## src/rtl/spi_master_pi_if.sv

```systemverilog
// rtl/spi_master_pi_if.sv - control and SPI pin bundle for spi_master_pi
interface spi_master_pi_if #(
    parameter int DATA_W = 32
);
    logic              start;
    logic [DATA_W-1:0] tx_data;
    logic              busy;
    logic              done;
    logic [DATA_W-1:0] rx_data;
    logic              spi_sclk;
    logic              spi_mosi;
    logic              spi_miso;
    logic              spi_ss_n;

    modport master (
        input  start, tx_data, spi_miso,
        output busy, done, rx_data, spi_sclk, spi_mosi, spi_ss_n
    );

    modport slave (
        output start, tx_data, spi_miso,
        input  busy, done, rx_data, spi_sclk, spi_mosi, spi_ss_n
    );
endinterface

```

## src/rtl/spi_master_pi.sv

```systemverilog
// rtl/spi_master_pi.sv - mode-0 SPI master, one frame per accepted start
module spi_master_pi #(
    parameter int DATA_W  = 32,
    parameter int CLK_DIV = 4
) (
    input  logic            clk_clk,
    input  logic            reset_reset_n,
    spi_master_pi_if.master bus
);
    localparam int DIV_W = $clog2(CLK_DIV);
    localparam int BIT_W = $clog2(DATA_W);

    localparam logic [2:0] S_IDLE  = 3'd0;
    localparam logic [2:0] S_SETUP = 3'd1;
    localparam logic [2:0] S_XFER  = 3'd2;
    localparam logic [2:0] S_HOLD  = 3'd3;
    localparam logic [2:0] S_GAP   = 3'd4;

    logic [2:0]        r_state;
    logic [DIV_W-1:0]  r_div;
    logic [BIT_W-1:0]  r_bit;
    logic [DATA_W-1:0] r_tx;
    logic [DATA_W-1:0] r_rx;
    logic [DATA_W-1:0] r_rx_data;
    logic              r_busy;
    logic              r_done;
    logic              r_sclk;
    logic              r_mosi;
    logic              r_ss_n;

    logic w_div_end;
    logic w_bit_last;

    assign w_div_end  = (r_div == DIV_W'(CLK_DIV - 1));
    assign w_bit_last = (r_bit == BIT_W'(DATA_W - 1));

    // Every phase (setup, each SCLK half, hold, gap) is one full divider period.
    always_ff @(posedge clk_clk or negedge reset_reset_n) begin
        if (!reset_reset_n) begin
            r_state   <= S_IDLE;
            r_div     <= '0;
            r_bit     <= '0;
            r_tx      <= '0;
            r_rx      <= '0;
            r_rx_data <= '0;
            r_busy    <= 1'b0;
            r_done    <= 1'b0;
            r_sclk    <= 1'b0;
            r_mosi    <= 1'b0;
            r_ss_n    <= 1'b1;
        end else begin
            r_done <= 1'b0;
            case (r_state)
                S_IDLE: begin
                    if (bus.start) begin
                        r_tx    <= bus.tx_data;
                        r_mosi  <= bus.tx_data[DATA_W-1];
                        r_busy  <= 1'b1;
                        r_ss_n  <= 1'b0;
                        r_div   <= '0;
                        r_state <= S_SETUP;
                    end
                end
                S_SETUP: begin
                    if (w_div_end) begin
                        r_div   <= '0;
                        r_bit   <= '0;
                        r_sclk  <= 1'b1;
                        r_rx    <= {r_rx[DATA_W-2:0], bus.spi_miso};
                        r_state <= S_XFER;
                    end else begin
                        r_div <= r_div + DIV_W'(1);
                    end
                end
                S_XFER: begin
                    if (w_div_end) begin
                        r_div <= '0;
                        if (r_sclk) begin
                            r_sclk <= 1'b0;
                            if (w_bit_last) begin
                                r_state <= S_HOLD;
                            end else begin
                                r_bit  <= r_bit + BIT_W'(1);
                                r_mosi <= r_tx[DATA_W-2];
                                r_tx   <= {r_tx[DATA_W-2:0], 1'b0};
                            end
                        end else begin
                            r_sclk <= 1'b1;
                            r_rx   <= {r_rx[DATA_W-2:0], bus.spi_miso};
                        end
                    end else begin
                        r_div <= r_div + DIV_W'(1);
                    end
                end
                S_HOLD: begin
                    if (w_div_end) begin
                        r_div     <= '0;
                        r_ss_n    <= 1'b1;
                        r_mosi    <= 1'b0;
                        r_done    <= 1'b1;
                        r_rx_data <= r_rx;
                        r_state   <= S_GAP;
                    end else begin
                        r_div <= r_div + DIV_W'(1);
                    end
                end
                S_GAP: begin
                    if (w_div_end) begin
                        r_div   <= '0;
                        r_busy  <= 1'b0;
                        r_state <= S_IDLE;
                    end else begin
                        r_div <= r_div + DIV_W'(1);
                    end
                end
                default: r_state <= S_IDLE;
            endcase
        end
    end

    assign bus.busy     = r_busy;
    assign bus.done     = r_done;
    assign bus.rx_data  = r_rx_data;
    assign bus.spi_sclk = r_sclk;
    assign bus.spi_mosi = r_mosi;
    assign bus.spi_ss_n = r_ss_n;
endmodule
```

## src/flat_wrapper.sv

```systemverilog
// flat-port wrapper written by rule: the top's interface ports become plain ports
module spi_master_pi_flat 
#(
    parameter int DATA_W  = 32,
    parameter int CLK_DIV = 4
)
  (clk_clk, reset_reset_n, bus_start, bus_tx_data, bus_spi_miso, bus_busy, bus_done, bus_rx_data, bus_spi_sclk, bus_spi_mosi, bus_spi_ss_n);
  spi_master_pi_if #(.DATA_W(DATA_W)) bus_i ();
  input  logic clk_clk;
  input  logic reset_reset_n;
  input wire logic [$bits(bus_i.start)-1:0] bus_start;
  input wire logic [$bits(bus_i.tx_data)-1:0] bus_tx_data;
  input wire logic [$bits(bus_i.spi_miso)-1:0] bus_spi_miso;
  output wire logic [$bits(bus_i.busy)-1:0] bus_busy;
  output wire logic [$bits(bus_i.done)-1:0] bus_done;
  output wire logic [$bits(bus_i.rx_data)-1:0] bus_rx_data;
  output wire logic [$bits(bus_i.spi_sclk)-1:0] bus_spi_sclk;
  output wire logic [$bits(bus_i.spi_mosi)-1:0] bus_spi_mosi;
  output wire logic [$bits(bus_i.spi_ss_n)-1:0] bus_spi_ss_n;
  assign bus_i.start = bus_start;
  assign bus_i.tx_data = bus_tx_data;
  assign bus_i.spi_miso = bus_spi_miso;
  assign bus_busy = bus_i.busy;
  assign bus_done = bus_i.done;
  assign bus_rx_data = bus_i.rx_data;
  assign bus_spi_sclk = bus_i.spi_sclk;
  assign bus_spi_mosi = bus_i.spi_mosi;
  assign bus_spi_ss_n = bus_i.spi_ss_n;
  spi_master_pi #(.DATA_W(DATA_W), .CLK_DIV(CLK_DIV)) u_core (.clk_clk(clk_clk), .reset_reset_n(reset_reset_n), .bus(bus_i));
endmodule
```

## config.mk

```make
export PLATFORM = sky130hd
export DESIGN_NAME = spi_master_pi_flat
export DESIGN_NICKNAME = d
export VERILOG_FILES = /design/src/rtl/spi_master_pi_if.sv /design/src/rtl/spi_master_pi.sv /design/src/flat_wrapper.sv
export SDC_FILE = /design/constraint.sdc
export NUM_CORES = 1
export LEC_CHECK = 0
export ABC_CLOCK_PERIOD_IN_PS = 2250
export CORE_MARGIN = 1
export CORE_UTILIZATION = 48
export CTS_BUF_LIST = sky130_fd_sc_hd__clkbuf_8 sky130_fd_sc_hd__clkbuf_16
export CTS_CLUSTER_DIAMETER = 200
export DETAILED_ROUTE_END_ITERATION = 6
export GPL_ROUTABILITY_DRIVEN = 0
export PLACE_DENSITY = 0.76
export SLEW_MARGIN = 20
export SYNTH_ARGS = -nofsm -noshare
export SYNTH_HDL_FRONTEND = slang
export SYNTH_SLANG_ARGS = --single-unit
```

## constraint.sdc

```tcl
create_clock -name clk_clk -period 2.25 [get_ports clk_clk]
set_clock_uncertainty 0.05 [all_clocks]
set_input_delay 0.45 -clock clk_clk [delete_from_list [all_inputs] [get_ports clk_clk]]
set_output_delay 0.45 -clock clk_clk [all_outputs]
set_load 0.005 [all_outputs]
```

==> results.txt <==
----------------------------------------------------
[Timing]
  Final worst path period share ... 98.2%
  Post-layout minimum cycle time ... 2210 ps
  Timing-limited maximum frequency ... 0.453 GHz
  Final count of negative-setup-slack endpoints ... 0
  Final Hold Violating Endpoints ... 0
  Slew @ Worst Pin ... 505 ps
  Relative slew slack ... 66.3%
  PnR worst setup slack ... 40.6 ps
  Slew Viols, Final ... 0
  Setup total negative slack ... 0 ps

[Logic synthesis]
  Post-Syn Area per Cell ... 15.1 sq um
  Number of register bits inferred by synthesis ... 110
  Main flop type after synthesis ... sky130_fd_sc_hd__dfrtp_1
  Sequential-to-total area share from yosys stat ... 57.7%
  Unique cell type count in the Yosys netlist ... 45
  Netlist area before placement ... 0.00477 sq mm
  Async set-or-reset flop fraction in the synthesized netlist ... 100%
  Count of flip-flops with a built-in enable after synthesis ... 0
  Number of instances in the synthesized netlist ... 317
  Largest area contributor in the synthesized netlist ... sky130_fd_sc_hd__dfrtp_1
  Leading post-synthesis cells by cell area ... sky130_fd_sc_hd__dfrtp_1 57%, sky130_fd_sc_hd__mux2_2 29%, sky130_fd_sc_hd__buf_6 0.94%
  Top-area cell type share of the netlist area ... 57.1%
  Number of synthesis warnings ... 0
  Total nets after synthesis ... 356

[Critical path]
  Critical Path End Type ... register
  Number of cell instances on the worst register-to-register path ... 8
  Peak fanout along the critical path ... 8
  Library cell contributing the largest single delay on the critical path ... sky130_fd_sc_hd__dfrtp_1
  Cell family with most CP delay ... adder cells
  WS Path Type ... reg2reg
  Number of cells on the critical path ... 8
  Maximum single-stage delay on the critical path ... 410 ps
  Cell repeated most along the worst path ... sky130_fd_sc_hd__ha_1
  Arr. time, crit path ... 2410 ps
  Worst setup SP type ... register
  Required time at the worst-slack endpoint ... 2450 ps
  Buffers plus inverters on the worst setup path ... 2
  Critical path cell sequence ... ha_1 -> and3_1 -> ha_1 -> nand4b_4 -> a21boi_4 -> buf_12 -> clkbuf_16 -> mux2_2

[Placed design]
  Total half-perimeter wirelength after legalization and detailed placement ... 5560 um
  I/O Buffers ... 72
  Pre-CTS setup slack ... -5.94 ps

[Global route]
  Overall Global Routing Usage ... 17.3%
  Sum of overflow across all layers after global routing ... 0
  Pin count of the biggest net entering global routing ... 43
  Number of global-route vias before repair ... 2903
  Number of antenna violations at the first check in global routing ... 0
  First-pass GRT wire length ... 13800 um

[Pwr]
  Overall Power ... 3.17 mW
  Worst voltage drop across the vdd grid ... 0.410 mV
  Power density normalized to cell area ... 531 mW/mm^2
  Leakage component of the power ... 2.84 nW

[Route]
  Per-cell via count in the routed design ... 5.20
  Total Wirelength ... 8610 um
  Number of optimization iterations in the first detailed-route pass ... 4
  Post-route DRC ... 0
  Routed vias ... 2797
  Violation count after the first detailed-route iteration ... 104
  Number of nets with antenna violations after detailed routing ... 0
  Wire length per cell ... 16.0 um

[Clock network]
  Register clock-pin slew on the reported worst setup and hold paths ... 90 ps
  Clock tree from TritonCTS ... yes
  Source-to-sink clock delay at the later pin of the worst-skew pair ... 360 ps
  CTS Buf Count ... 9
  Depth of the CTS H-tree ... 3
  Count of clock tree sinks ... 110
  Cell at the root of the clock tree ... sky130_fd_sc_hd__clkbuf_8
  Clock Path Buffers ... 2

[Job]
  Max Cap Viol ... 0

[Final layout]
  Share of the core filled with cells ... 61.6%
  Final antenna diode count ... 0
  Area taken by flip-flops and latches ... 0.00275 sq mm
  Layout net count ... 439
  Ratio of cells with drive above 1 in the final layout ... 40.5%
  Number of inserted filler cells in the final layout ... 769
  Multi-input gate area in the final layout ... 0.00191 sq mm
  Relative area change from synthesis to final layout ... 25.0%

[Die]
  Die area ... 0.0104 sq mm
  Chip height ... 102 um
  Boundary Pins ... 73
  Starting density of the core ... 49.3%
  Site Rows ... 36
  Die X ... 102 um
  Total core area ... 0.00968 sq mm

[Min path]
  Worst Hold Path Cells ... 1
  Path type of the worst min-delay path ... reg2reg

[Status]
  Status ... finished clean

----------------------------------------------------
==> cells in the mapped netlist, types with 2 or more instances <==
| library cell | count |
|---|---|
| sky130_fd_sc_hd__a21oi_1 | 5 |
| sky130_fd_sc_hd__a221oi_1 | 2 |
| sky130_fd_sc_hd__a22o_1 | 3 |
| sky130_fd_sc_hd__and3_1 | 2 |
| sky130_fd_sc_hd__buf_2 | 7 |
| sky130_fd_sc_hd__buf_4 | 3 |
| sky130_fd_sc_hd__buf_6 | 4 |
| sky130_fd_sc_hd__dfrtp_1 | 109 |
| sky130_fd_sc_hd__ha_1 | 3 |
| sky130_fd_sc_hd__inv_1 | 3 |
| sky130_fd_sc_hd__mux2_1 | 4 |
| sky130_fd_sc_hd__mux2_2 | 123 |
| sky130_fd_sc_hd__mux2i_1 | 2 |
| sky130_fd_sc_hd__nand2_1 | 2 |
| sky130_fd_sc_hd__nand2b_1 | 3 |
| sky130_fd_sc_hd__nand3_1 | 2 |
| sky130_fd_sc_hd__nor2_1 | 5 |
| sky130_fd_sc_hd__nor2b_1 | 2 |
| sky130_fd_sc_hd__nor3_1 | 2 |
| sky130_fd_sc_hd__nor4bb_1 | 2 |
| sky130_fd_sc_hd__o21ai_0 | 3 |
| sky130_fd_sc_hd__o21ai_2 | 2 |
| sky130_fd_sc_hd__xnor2_1 | 2 |
==> per-stage QoR <==
stage / cell area (sq um) / instances / hold WS [ps]
CTS: 5880 / 533 / 447
detailed placement: 5680 / 516 / 402
finish: 5970 / 538 / 442
floorplan: 4770 / 317 / 104
global placement: 5680 / 516 / 397
global route: 5970 / 538 / 478
==> logic make-up (layout without fill, tap and decap cells) <==
family / after synthesis / after routing / share of synthesized area, %
DFF: 110 / 110 / 57.7
and+or+nand+nor: 30 / 30 / 4.48
AOI/OAI and AO/OA: 21 / 21 / 3.41
muxes: 129 / 129 / 30.4
adders and majority gates: 3 / 3 / 0.786
buffers and inverters: 21 / 109 / 2.72
xor gates and xnor gates: 3 / 3 / 0.550
==> path summary, 6_finish.rpt <==
path,start,endpoint,slack [ps]
setup / recovery,u_core.r_bit[0]$_DFFE_PN0P_,u_core.r_tx[16]$_DFFE_PN0P_,40
hold / removal,u_core.r_tx[15]$_DFFE_PN0P_,u_core.r_tx[15]$_DFFE_PN0P_,440
setup reg to reg,u_core.r_bit[0]$_DFFE_PN0P_,u_core.r_tx[16]$_DFFE_PN0P_,40
hold reg to reg,u_core.r_tx[15]$_DFFE_PN0P_,u_core.r_tx[15]$_DFFE_PN0P_,440
max in group asynchronous,reset_reset_n,u_core.r_tx[15]$_DFFE_PN0P_,960
min in group asynchronous,reset_reset_n,u_core.r_tx[20]$_DFFE_PN0P_,550
==> sequential cells by signal, indices dropped and copies added (netlist names) <==
register,cells
u_core.bus.rx_data,32
u_core.r_rx,32
u_core.r_tx,31
u_core.r_bit,5
u_core.r_state,3
u_core.r_div,2
u_core.bus.busy,1
u_core.bus.done,1
u_core.bus.spi_mosi,1
u_core.bus.spi_sclk,1
u_core.bus.spi_ss_n,1
==> placed cells by master (no fill, tap or decap), types with 2 or more instances in the layout <==
cell | Yosys | routed
sky130_fd_sc_hd__a21oi_1 | 5 | 5
sky130_fd_sc_hd__a221oi_1 | 2 | 2
sky130_fd_sc_hd__a22o_1 | 3 | 3
sky130_fd_sc_hd__and3_1 | 2 | 2
sky130_fd_sc_hd__buf_12 | 0 | 5
sky130_fd_sc_hd__buf_4 | 3 | 9
sky130_fd_sc_hd__clkbuf_16 | 0 | 2
sky130_fd_sc_hd__clkbuf_8 | 0 | 10
sky130_fd_sc_hd__clkdlybuf4s50_1 | 0 | 71
sky130_fd_sc_hd__dfrtp_1 | 109 | 109
sky130_fd_sc_hd__ha_1 | 3 | 3
sky130_fd_sc_hd__inv_1 | 3 | 5
sky130_fd_sc_hd__mux2_1 | 4 | 4
sky130_fd_sc_hd__mux2_2 | 123 | 123
sky130_fd_sc_hd__mux2i_1 | 2 | 2
sky130_fd_sc_hd__nand2_1 | 2 | 2
sky130_fd_sc_hd__nand2b_1 | 3 | 3
sky130_fd_sc_hd__nand3_1 | 2 | 2
sky130_fd_sc_hd__nor2_1 | 5 | 5
sky130_fd_sc_hd__nor2b_1 | 2 | 2
sky130_fd_sc_hd__nor3_1 | 2 | 2
sky130_fd_sc_hd__nor4bb_1 | 2 | 2
sky130_fd_sc_hd__o21ai_0 | 3 | 3
sky130_fd_sc_hd__xnor2_1 | 2 | 2
==> where the power goes <==
part | switching [mW] | internal (mW)
Combinational | 0.0502 | 0.0646
Sequential | 0.00437 | 1.98
Clock | 0.636 | 0.430
==> metal layers <==
layer,up-vias,part of all wire (%),GRT usage [%]
met1,1410,47,23.4
met5,-,0,0
met2,70,45,25.9
met3,9,6.6,5.59
li1,1308,-,-
met4,0,1.1,6.69
==> layout make-up <==
class                           instances  share of cell area, %
Timing Repair Buffer                   89                   15.9
Multi-Input combinational cell        186                   32.0
Inverter                                4                  0.252
Clock inverter                          6                  0.629
Tap cell                              133                   2.79
Clock buffer                           10                   2.31
Sequential cell                       110                   46.2
==> timing repair <==
item / in CTS / in global routing
buffers inserted: 0 / 2
gates resized for setup: 1 / 0
pin swaps: 0 / 1
cloned: 0 / 3
hold buffers: 1 / 0
endpoints found under the hold margin: 12 / 0
endpoints found under the setup margin: 14 / 9
==> worst register-to-register path, cell delays in order (launching register included) <==
cell	delay, ps
sky130_fd_sc_hd__dfrtp_1	410
sky130_fd_sc_hd__ha_1	230
sky130_fd_sc_hd__and3_1	190
sky130_fd_sc_hd__ha_1	210
sky130_fd_sc_hd__nand4b_4	210
sky130_fd_sc_hd__a21boi_4	180
sky130_fd_sc_hd__buf_12	140
sky130_fd_sc_hd__clkbuf_16	150
sky130_fd_sc_hd__mux2_2	330
Note: power is estimated with default switching activity, not from simulation.
